$ cat src/rtl/tt_alu_pkg.sv
// Shared types for the registered ALU/accumulator tile block.
package tt_alu_pkg;

  localparam int OP_W = 2;

  typedef enum logic [OP_W-1:0] {
    OP_ADD = 2'd0,
    OP_SUB = 2'd1,
    OP_ACC = 2'd2,
    OP_CLR = 2'd3
  } op_e;

endpackage

$ cat src/rtl/tt_sat_addsub.sv
// Combinational unsigned add/subtract with optional clamp.
// carry is the raw carry-out (add) or borrow (sub), independent of clamping.
module tt_sat_addsub #(
  parameter int WIDTH = 8
) (
  input  logic [WIDTH-1:0] x,
  input  logic [WIDTH-1:0] y,
  input  logic             sub,
  input  logic             sat,
  output logic [WIDTH-1:0] res,
  output logic             carry
);

  logic [WIDTH:0] w_sum;

  // WIDTH+1 bit arithmetic; the top bit is carry on add and borrow on sub.
  always_comb begin
    w_sum = sub ? ({1'b0, x} - {1'b0, y}) : ({1'b0, x} + {1'b0, y});
    carry = w_sum[WIDTH];
    res   = w_sum[WIDTH-1:0];
    if (sat && w_sum[WIDTH]) begin
      res = sub ? '0 : '1;
    end
  end

endmodule

$ cat src/rtl/tt_alu_accum.sv
// Registered ADD/SUB/ACC/CLR unit with valid/ready on both sides.
// Handshake: a transfer happens on a rising edge where valid and ready are
// both high; valid may not depend on ready, and the producer holds its data
// stable while valid is high and ready is low.
module tt_alu_accum
  import tt_alu_pkg::*;
#(
  parameter int WIDTH    = 8,
  parameter int CNT_W    = 8,
  parameter int SATURATE = 1
) (
  input  logic             clk,
  input  logic             rst,
  input  logic             in_valid,
  output logic             in_ready,
  input  op_e              op,
  input  logic [WIDTH-1:0] a,
  input  logic [WIDTH-1:0] b,
  output logic             out_valid,
  input  logic             out_ready,
  output logic [WIDTH-1:0] result,
  output logic             carry,
  output logic             ovf,
  output logic [CNT_W-1:0] count
);

  localparam logic LP_SAT = (SATURATE != 0);

  logic             r_out_valid;
  logic [WIDTH-1:0] r_result;
  logic             r_carry;
  logic [WIDTH-1:0] r_acc;
  logic [CNT_W-1:0] r_count;

  logic             w_accept;
  logic [WIDTH-1:0] w_x;
  logic [WIDTH-1:0] w_y;
  logic             w_sub;
  logic [WIDTH-1:0] w_res;
  logic             w_carry;

  // Ready when the output slot is empty or being drained this cycle.
  assign in_ready = !rst && (!r_out_valid || out_ready);
  assign w_accept = in_valid && in_ready;

  // ACC adds the operand to the accumulator; ADD/SUB use a and b.
  assign w_x   = (op == OP_ACC) ? r_acc : a;
  assign w_y   = (op == OP_ACC) ? a : b;
  assign w_sub = (op == OP_SUB);

  tt_sat_addsub #(
    .WIDTH(WIDTH)
  ) u_addsub (
    .x    (w_x),
    .y    (w_y),
    .sub  (w_sub),
    .sat  (LP_SAT),
    .res  (w_res),
    .carry(w_carry)
  );

  // Output register stage, accumulator and accepted-op counter.
  always_ff @(posedge clk) begin
    if (rst) begin
      r_out_valid <= 1'b0;
      r_result    <= '0;
      r_carry     <= 1'b0;
      r_acc       <= '0;
      r_count     <= '0;
    end else begin
      if (w_accept) begin
        r_out_valid <= 1'b1;
        r_count     <= r_count + CNT_W'(1);
        case (op)
          OP_CLR: begin
            r_result <= '0;
            r_carry  <= 1'b0;
            r_acc    <= '0;
          end
          OP_ACC: begin
            r_result <= w_res;
            r_carry  <= w_carry;
            r_acc    <= w_res;
          end
          default: begin
            r_result <= w_res;
            r_carry  <= w_carry;
          end
        endcase
      end else if (out_ready) begin
        r_out_valid <= 1'b0;
      end
    end
  end

  assign out_valid = r_out_valid;
  assign result    = r_result;
  assign carry     = r_carry;
  assign ovf       = r_carry;
  assign count     = r_count;

endmodule
$ cat config.mk
export PLATFORM = sky130hd
export DESIGN_NAME = tt_alu_accum
export DESIGN_NICKNAME = d
export VERILOG_FILES = /design/src/rtl/tt_alu_pkg.sv /design/src/rtl/tt_sat_addsub.sv /design/src/rtl/tt_alu_accum.sv
export SDC_FILE = /design/constraint.sdc
export NUM_CORES = 1
export LEC_CHECK = 0
export ABC_AREA = 1
export ABC_CLOCK_PERIOD_IN_PS = 8400
export BUFFER_PORTS_ARGS = -buffer_cell sky130_fd_sc_hd__buf_2
export CELL_PAD_IN_SITES_DETAIL_PLACEMENT = 1
export CELL_PAD_IN_SITES_GLOBAL_PLACEMENT = 1
export CORE_ASPECT_RATIO = 2
export CORE_UTILIZATION = 41
export CTS_CLUSTER_DIAMETER = 30
export DETAILED_ROUTE_END_ITERATION = 8
export PLACE_DENSITY = 0.82
export SLEW_MARGIN = 20
export SYNTH_ARGS = -nofsm -noshare
export SYNTH_HDL_FRONTEND = slang
export SYNTH_SLANG_ARGS = --single-unit
$ cat constraint.sdc
create_clock -name clk -period 8.4 [get_ports clk]
set_input_delay 1.26 -clock clk [delete_from_list [all_inputs] [get_ports clk]]
set_output_delay 1.26 -clock clk [all_outputs]
set_load 0.03 [all_outputs]
==> impl_metrics.csv, run 1 <==
group,metric,value,unit
run_status,status,"finished, final reports clean",
synthesis,avgSynthCellArea,6.511,sq um
grt,grt_pass1_wl,9183,microns
sta,finalCritPeriodShare,0.5014,
synthesis,ys_types,37,
placed_design,portBuffers,41,
worst_setup_path,crit_top_cell,"nand2_1",
drt,drt_iter0_drc,13,
clocking,cts_buffer_depth,2,
layout,antenna_cells,0,
worst_setup_path,crit_type,"in -> reg",
grt,grt.overflow.total,0,
job,drv_cap,0,
synthesis,ys_ff_latch,26,
sta,period_minus_slack,4.212,ns
layout,drive_gt1_frac,0.1970,
pwr,p_seq_frac,0.352,
grt,grtUsageMet1,0.2120,
worst_setup_path,critPathMaxFanout,11,
clocking,clkSinkCount,26,
die,num_rows,34,
worst_setup_path,worstPathRequired,8.54,ns
die,die_h,98.64,microns
synthesis,yosysSeqAreaShare,0.2719,
clocking,ctsHtreeMaxLevel,1,
synthesis,ys_warn_count,0,
placed_design,pre_cts_slack,3.890,ns
clocking,numCtsBuffers,3,
die,ios,42,
sta,fin_ws,4.188,ns
grt,grt_pass1_vias,2079,
drt,vias,2012,
grt,use_met2,0.5087,
sta,max_slew_margin,0.5202,
layout,fill_cells,644,
worst_setup_path,path_cells,"buf_2 -> inv_2 -> nor2_2 -> or2_4 -> o21ai_4 -> ha_1 -> nand2_1 -> o21ai_0 -> fa_1 -> o21ai_1 -> nand2_1 -> nand3_1 -> nand3_1 -> nand3_1 -> nand2_1 -> nand2_1 -> a21oi_1",
grt,grt-busiest-layer,"met2",
pwr,intPower,241.0,uW
clocking,clk_pin_slew_worst_paths,0.09,ns
worst_setup_path,slowest_stage,"fa_1",
clocking,cts-hold-fix-buffers,0,
die,dieArea,0.004963,sq mm
layout,areaGrowthSynthToFinish,14.90,%
drt,drt-pass1-iter-count,4,
pwr,clkPwrFrac,0.275,
pwr,switching_share,0.3577,
synthesis,synth-edff-count,0,
grt,antenna_found_initial,0,
placed_design,hpwlAfterDp,4707,microns
synthesis,synth_nets,327,
die,core,0.004424,sq mm
worst_setup_path,start_kind,"input port",
worst_setup_path,cp-end-kind,"register",
grt,gr-usage-all-layers,0.2376,
pwr,switchingPower,134.2,uW
synthesis,synth_top_cell_area_share,0.2719,
placed_design,place.gp.congestion,0.8873,
synthesis,async_flop_share,0,
grt,grt_util_met3,0.01389,
die,chipWidth,50.32,microns
synthesis,synth.cell_area,0.001914,sq mm
drt,vias_per_cell,5.240,
clocking,clk-insertion-delay-late,0.27,ns
synthesis,yosys.area.top_type,"dfxtp_1",
drt,drt-total-wl,5587,microns
sta,fin_tns_setup,0,ns
drt,drtAntennaViolNets,0,
sta,finalClockSkew,0.006988,ns
synthesis,synth_common_cells,"nand2_1 (105), nand3_1 (29), dfxtp_1 (26), inv_1 (26), a21oi_1 (25)",
drt,wl_per_cell,14.55,microns
die,start_util,0.4327,
layout,final_net_count,364,
sta,rsz0062_at_grt,"false",
worst_setup_path,slowest_delay,0.48,ns
synthesis,synthCells,294,
grt,grt_max_degree,28,
pwr,max-vdd-ir-drop,0.2056,mV
sta,finalHoldViolCount,0,
worst_setup_path,path_buf_inv,2,
clocking,cts_setup_buffers,0,
clocking,cts_tree,"done",
synthesis,synth_ff_type,"dfxtp_1",
worst_setup_path,arrival,4.36,ns
sta,maxSlewViolCount,0,
sta,finalSetupViolations,0,
sta,fmax,0.2374,GHz
pwr,power.density,170.6,mW/mm^2
sta,worstMarginPinSlew,0.7198,ns
pwr,combPwrFrac,0.373,
pwr,cellLeakagePower,1.121,nW
clocking,cts_resized,0,
drt,drc,0,
worst_setup_path,crit_family,"simple AND/OR/NAND/NOR gates",
synthesis,ys_top_cells_by_area,"dfxtp_1 (27%), nand2_1 (21%), nand3_1 (7.6%)",
hold_path,hold_path.class,"reg -> reg",
synthesis,yosysMostFrequentCell,"nand2_1",
clocking,cts-root-buf,"clkbuf_8",
==> stage by stage <==
step                cell area, sq um  total power, mW    util  hold WS (ns)  instances
finish                          2200           0.3752  0.4972        0.4693        384
global route                    2200           0.3997  0.4972        0.4900        384
CTS                             2200           0.3795  0.4972        0.4744        384
detailed placement              2128           0.2752  0.4811        0.4608        380
global placement                2128           0.2714  0.4811        0.4504        380
floorplan                       1914           0.2397       -        0.4422        294
==> tightest hold or removal path, stage by stage (launching register included) <==
cell and delay [ns]:
dfxtp_1 0.32, nand2_1 0.06, a21oi_1 0.05
==> per-layer routing <==
metal,up-vias,share of wire
met2,35,0.60
met3,10,0.015
li1,1022,-
met5,-,0
met4,0,0.023
met1,945,0.36
==> placed cells by master (no fill, tap or decap), types with 2 or more instances in the layout <==
master	instances
o21ai_1	4
dfxtp_1	26
xor2_1	7
nor3_1	3
inv_2	2
o21ai_0	4
nand2_1	105
or2_2	2
buf_2	41
inv_1	26
clkbuf_8	3
nor2_1	13
a31oi_1	2
or2_4	2
ha_1	10
a21oi_1	25
o21ai_2	3
nand3_1	29
nor3b_1	4
nand3_2	3
nor2_2	2
==> sequential cells by signal (all words and copies together), names as in the netlist <==
signal / count
count: 8
carry: 1
result: 8
out_valid: 1
r_acc: 8
==> power groups by stage <==
stage	Sequential [mW]	Clock (mW)	Combinational (mW)
detailed placement	0.135	0	0.140
finish	0.132	0.103	0.140
global placement	0.135	0	0.137
global route	0.133	0.110	0.157
CTS	0.132	0.106	0.142
floorplan	0.143	0	0.0969
==> cell type report <==
type	instances	area (sq um)	share of cell area
clock buffer	3	41.29	0.01877
clock inverter	1	30.03	0.01365
inverter	28	105.1	0.04778
multi-input combinational	231	1230	0.5592
sequential	26	520.5	0.2366
tap	54	67.56	0.03072
timing repair buffer	41	205.2	0.09329
==> logic make-up after synthesis <==
family / share of synthesized area
compound gates: 0.1275
xor+xnor: 0.03660
fa+ha+maj: 0.07582
buf+inv: 0.08562
flops: 0.2719
mux: 0.005229
simple gates: 0.3974
==> final timing paths <==
check / cells after the start / end / start / slack [ns]
worst min-delay path: 2 / result[2] / result[2] / 0.47
worst max register to register: 11 / r_acc[2] / r_acc[0] / 5.95
worst min register to register: 2 / result[2] / result[2] / 0.47
worst max-delay path: 17 / r_acc[2] / op[1] / 4.19
Power figures use the tool's default switching activity.
==> inputs of run 2 (changes only) <==
Settings changed: ABC_AREA 1 to 0, ABC_CLOCK_PERIOD_IN_PS 8400 to 4300, CORE_UTILIZATION 41 to 40, PLACE_DENSITY 0.82 to 0.76.
Clock period 8.4 ns to 4.3 ns, I/O delays scaled along.
==> run 2 against run 1 <==
  * Worst hold slack got worse by 0.010 ns
  * Die area grew 8.5%
  * Cell count fell by 7.0%
  * Combinational power grew 110%
  * Total power grew 110%
  * Sequential cell count did not move
  * Wire length is 8.1% higher
  * First-iteration DRC count grew 23%
  * Sequential share of layout area shrank 1.7 points
  * Largest power group unchanged
==> impl_metrics.csv, run 2 <==
group,metric,value,unit
grt,grt.overflow.total,0,
worst_setup_path,path_buf_inv,1,
hold_path,hold_path.class,"reg -> reg",
sta,finalSetupViolations,0,
synthesis,async_flop_share,0,
synthesis,yosysMostFrequentCell,"nand2_1",
layout,mostFrequentLayoutCells,"nand2_1 (41), buf_2 (41), dfxtp_1 (26)",
hold_path,hold_path_depth,2,
sta,finalHoldViolCount,0,
grt,grt_pass1_vias,2108,
synthesis,synth-edff-count,0,
placed_design,hpwlAfterDp,4845,microns
layout,drive_gt1_frac,0.2100,
drt,drt_iter0_drc,16,
synthesis,synth_ff_type,"dfxtp_1",
synthesis,ys_ff_latch,26,
grt,gr-usage-all-layers,0.2420,
clocking,ctsHtreeMaxLevel,1,
job,drv_cap,0,
pwr,combPwrFrac,0.381,
synthesis,avgSynthCellArea,7.815,sq um
worst_setup_path,slowest_delay,0.39,ns
synthesis,synthCells,260,
layout,fill_cells,633,
clocking,cts_setup_buffers,0,
worst_setup_path,crit_type,"in -> reg",
pwr,clkPwrFrac,0.268,
sta,fin_tns_setup,0,ns
worst_setup_path,worstPathRequired,4.48,ns
die,chipWidth,52.40,microns
pwr,power.density,326.2,mW/mm^2
layout,final_net_count,334,
clocking,cts-hold-fix-buffers,0,
worst_setup_path,path_cells,"buf_2 -> and2b_4 -> mux2i_1 -> ha_1 -> o21a_1 -> nor2_1 -> a31o_2 -> a21oi_1 -> ha_1 -> o211ai_1 -> a21oi_1 -> o41a_1 -> xor2_1 -> a22oi_1 -> o311ai_0",
pwr,cellLeakagePower,1.061,nW
worst_setup_path,cp_num_cells,15,
placed_design,pre_cts_slack,0.2593,ns
sta,max_slew_margin,0.5823,
drt,drtAntennaViolNets,0,
clocking,clk_pin_slew_worst_paths,0.09,ns
layout,areaGrowthSynthToFinish,16.69,%
worst_setup_path,critPathMaxFanout,16,
sta,fin_ws,0.5497,ns
drt,vias_per_cell,5.739,
placed_design,place.gp.congestion,0.7888,
sta,finalClockSkew,0.004626,ns
pwr,switching_share,0.3575,
synthesis,ys_warn_count,0,
synthesis,yosys.area.top_type,"dfxtp_1",
die,ios,42,
clocking,cts_tree,"done",
drt,wl_per_cell,16.92,microns
sta,rsz0062_at_grt,"false",
clocking,clk-insertion-delay-late,0.28,ns
layout,antenna_cells,0,
drt,drc,0,
pwr,power,773.4,uW
worst_setup_path,slowest_stage,"o41a_1",
sta,worst_hold_slack,0.4590,ns
die,start_util,0.4177,
pwr,max-vdd-ir-drop,0.2665,mV
drt,drt-total-wl,6040,microns
clocking,clkSinkCount,26,
run_status,status,"finished, final reports clean",
sta,worstMarginPinSlew,0.6242,ns
die,core,0.004865,sq mm
drt,vias,2049,
grt,antenna_found_initial,0,
pwr,p_seq_frac,0.351,
synthesis,synth_nets,293,
placed_design,portBuffers,41,
sta,fmax,0.2666,GHz
sta,period_minus_slack,3.750,ns
clocking,numCtsBuffers,3,
layout,seq_area,520.5,sq um
synthesis,ys_types,54,
sta,maxSlewViolCount,0,
worst_setup_path,arrival,3.93,ns
synthesis,synth.cell_area,0.002032,sq mm
drt,drt-pass1-iter-count,4,
synthesis,ys_top_cells_by_area,"dfxtp_1 (26%), nand2_1 (7.6%), a21oi_1 (6.2%)",
clocking,cts_resized,0,
die,dieArea,0.005386,sq mm
grt,grt_max_degree,23,
synthesis,yosysSeqAreaShare,0.2562,
sta,finalCritPeriodShare,0.8722,
pwr,switchingPower,276.5,uW
worst_setup_path,reg2reg_depth,10,
worst_setup_path,cp-end-kind,"register",
synthesis,synth_common_cells,"nand2_1 (41), dfxtp_1 (26), a21oi_1 (25)",
layout,multi_input_area,0.001435,sq mm
clocking,cts_buffer_depth,2,
worst_setup_path,crit_family,"compound AO/OA/AOI/OAI gates",
die,die_h,102.8,microns
die,num_rows,36,
worst_setup_path,start_kind,"input port",
synthesis,synth_top_cell_area_share,0.2562,
pwr,intPower,496.9,uW
grt,grt_pass1_wl,9715,microns
clocking,cts-root-buf,"clkbuf_8",
[run 2: path summary, 6_finish.rpt]
kind	start	endpoint	slack, ns
min	r_acc[6]	r_acc[6]	0.46
min reg2reg	r_acc[6]	r_acc[6]	0.46
max	op[1]	result[7]	0.55
max reg2reg	r_acc[0]	result[6]	1.87
[run 2: per-layer routing]
metal / vias to the layer above / GRT usage / wire length [microns]
met5: - / 0 / 0
met4: 0 / 0.1113 / 216
met3: 13 / 0.01327 / 102
met2: 42 / 0.4888 / 3489
met1: 985 / 0.2325 / 2230
li1: 1009 / - / -
[run 2: cell families (layout without fill, tap and decap cells)]
group	count (synthesis)	after routing	share of synthesized area
flops	26	26	0.2562
compound gates	63	63	0.2106
simple gates	109	109	0.2617
mux	13	13	0.06466
xor+xnor	16	16	0.07266
fa+ha+maj	16	16	0.09668
buf+inv	17	57	0.03756
[run 2: through the flow]
stage	util	instances	area, sq um
2_1_floorplan	-	260	2032
3_3_place_gp	0.4727	353	2300
3_5_place_dp	0.4727	353	2300
4_1_cts	0.4874	357	2371
5_1_grt	0.4874	357	2371
6_report	0.4874	357	2371
[run 2: final cells by class]
type	instances	share of cell area
Multi-Input combinational cell	217	0.6053
Sequential cell	26	0.2195
Timing Repair Buffer	47	0.1055
Tap cell	57	0.03008
Clock buffer	3	0.01741
Clock inverter	1	0.01266
Inverter	6	0.009499
[run 2: tightest hold or removal path, stage by stage (launching register included)]
cell and delay, ns:
dfxtp_1 0.32, nand2_1 0.05, a21oi_1 0.05
[run 2: power by group through the flow]
| stage | Clock (mW) | Combinational, mW | Sequential, mW |
|---|---|---|---|
| final | 0.207 | 0.294 | 0.272 |
| after global routing | 0.218 | 0.323 | 0.274 |
| after CTS | 0.211 | 0.296 | 0.272 |
| after detailed placement | 0 | 0.292 | 0.277 |
| after global placement | 0 | 0.289 | 0.276 |
| after floorplan | 0 | 0.180 | 0.307 |
==> inputs of run 3 (changes only) <==
Settings changed: CORE_MARGIN from default to 2.
==> run 3 against run 2 <==
  * Non-clock buffer count increased by 1
  * Global-route usage decreased by 0.64 points
  * Via count decreased by 0.24%
  * Combinational power about the same
  * Sequential cell count unchanged
  * Clock skew increased by 0.00057 ns
  * Clock power decreased by 33%
  * First-iteration DRC count increased by 100%
  * Sequential power about the same
==> impl_metrics.csv, run 3 (synthesized netlist as in run 2, its figures left out) <==
group,metric,value,unit
run_status,status,"finished, final reports clean",
sta,finalClockSkew,0.005193,ns
layout,final_area,0.002349,sq mm
drt,wl_met1,2257,microns
sta,period_minus_slack,3.801,ns
drt,wl_met3,150,microns
sta,worst_hold_slack,0.4603,ns
pwr,max-vdd-ir-drop,0.2199,mV
die,num_rows,36,
die,die_h,104.8,microns
clocking,ctsHtreeMaxLevel,1,
job,drv_cap,0,
worst_setup_path,start_kind,"input port",
clocking,clk_pin_slew_worst_paths,0.09,ns
die,chipWidth,54.40,microns
placed_design,hpwlAfterDp,5057,microns
die,core,0.004865,sq mm
die,dieArea,0.005700,sq mm
die,start_util,0.4177,
grt,grt_pass1_wl,10040,microns
hold_path,hold_path_depth,2,
clocking,cts-root-buf,"clkbuf_8",
clocking,cts-hold-fix-buffers,0,
grt,grt_max_degree,23,
clocking,cts_resized,0,
drt,vias_per_cell,5.725,
drt,drtAntennaViolNets,0,
worst_setup_path,critPathMaxFanout,13,
sta,rsz0062_at_grt,"false",
worst_setup_path,worstPathRequired,4.46,ns
worst_setup_path,slowest_stage,"o41a_1",
layout,mostFrequentLayoutCells,"nand2_1 (41), buf_2 (41), dfxtp_1 (26)",
layout,final_util,0.4828,
grt,grt.overflow.total,0,
worst_setup_path,reg2reg_depth,10,
layout,fin_cells,357,
worst_setup_path,cp-end-kind,"register",
worst_setup_path,path_cells,"buf_2 -> and2b_4 -> mux2i_1 -> ha_1 -> o21a_1 -> nor2_1 -> a31o_2 -> a21oi_1 -> ha_1 -> o211ai_1 -> a21oi_1 -> o41a_1 -> xor2_1 -> a22oi_1 -> o311ai_0",
drt,vias,2044,
clocking,cts_tree,"done",
placed_design,portBuffers,41,
placed_design,post_dp_cell_area,0.002307,sq mm
pwr,power.density,299.7,mW/mm^2
hold_path,hold_path.class,"reg -> reg",
grt,antenna_found_initial,0,
sta,maxSlewViolCount,0,
placed_design,place.gp.congestion,0.8241,
clocking,numCtsBuffers,3,
sta,worstMarginPinSlew,0.6563,ns
drt,met2WireLength,3590,microns
sta,finalSetupViolations,0,
drt,drt-total-wl,6184,microns
layout,antenna_cells,0,
pwr,cellLeakagePower,1.052,nW
sta,finalCritPeriodShare,0.8839,
sta,finalHoldViolCount,0,
layout,fill_cells,645,
drt,wl_per_cell,17.32,microns
clocking,clk-insertion-delay-late,0.27,ns
drt,drt_iter0_drc,32,
worst_setup_path,arrival,3.96,ns
grt,gr-usage-all-layers,0.2356,
worst_setup_path,slowest_delay,0.40,ns
clocking,clkSinkCount,26,
sta,fin_tns_setup,0,ns
clocking,cts_buffer_depth,2,
drt,drc,0,
clocking,cts_setup_buffers,0,
layout,final_net_count,335,
grt,grt_pass1_vias,2141,
drt,drt-pass1-iter-count,4,
die,ios,42,
sta,max_slew_margin,0.5609,
layout,drive_gt1_frac,0.2100,
placed_design,placedCellCount,354,
sta,fmax,0.2631,GHz
drt,top_layer_used,"met4",
layout,areaGrowthSynthToFinish,15.58,%
worst_setup_path,crit_type,"in -> reg",
## run 3: changes by cell type in the layout (fill, tap and decap cells not counted)
| cell | before | now |
|---|---|---|
| buf_4 | 6 | 7 |
| bufinv_16 | 1 | 0 |
## run 3: layout make-up
cell class | count | area, sq um | area share
Clock buffer | 3 | 41.29 | 0.01758
Inverter | 6 | 22.52 | 0.009590
Multi-Input combinational cell | 217 | 1435 | 0.6111
Sequential cell | 26 | 520.5 | 0.2216
Tap cell | 57 | 71.32 | 0.03037
Timing Repair Buffer | 48 | 257.7 | 0.1097
## run 3: path summary, 6_finish.rpt
| check | start | endpoint | slack, ns |
|---|---|---|---|
| setup / recovery | op[0] | result[7] | 0.50 |
| hold / removal | r_acc[6] | r_acc[6] | 0.46 |
| setup reg to reg | r_acc[0] | result[5] | 1.89 |
| hold reg to reg | r_acc[6] | r_acc[6] | 0.46 |
## run 3: power by group
part           internal, mW  switching, mW  total [mW]  leakage, nW
clock network        0.0629         0.0747       0.138       0.0216
registers             0.260         0.0107       0.271        0.212
logic                 0.113          0.183       0.295        0.818
total                 0.436          0.268       0.704         1.05
## run 3: worst max-delay path, delay by kind of cell
kind,cells,cell delay [ns]
compound gates,8,1.57
simple gates,2,0.42
fa+ha+maj,2,0.63
buf+inv,1,0.19
mux,1,0.25
xor+xnor,1,0.24
## run 3: metrics by stage
step	setup slack, ns	total power, mW
after floorplan	0.5218	0.4869
after detailed placement	0.1708	0.5718
after CTS	0.4354	0.7080
final	0.4994	0.7039
after global placement	0.2580	0.5667
after global routing	0.005940	0.7487
## run 3: metal layers
layer  up-vias  track usage
li1       1004            -
met1       986       0.2390
met2        43       0.4535
met3        11      0.01714
met4         0      0.08750
met5         -            0
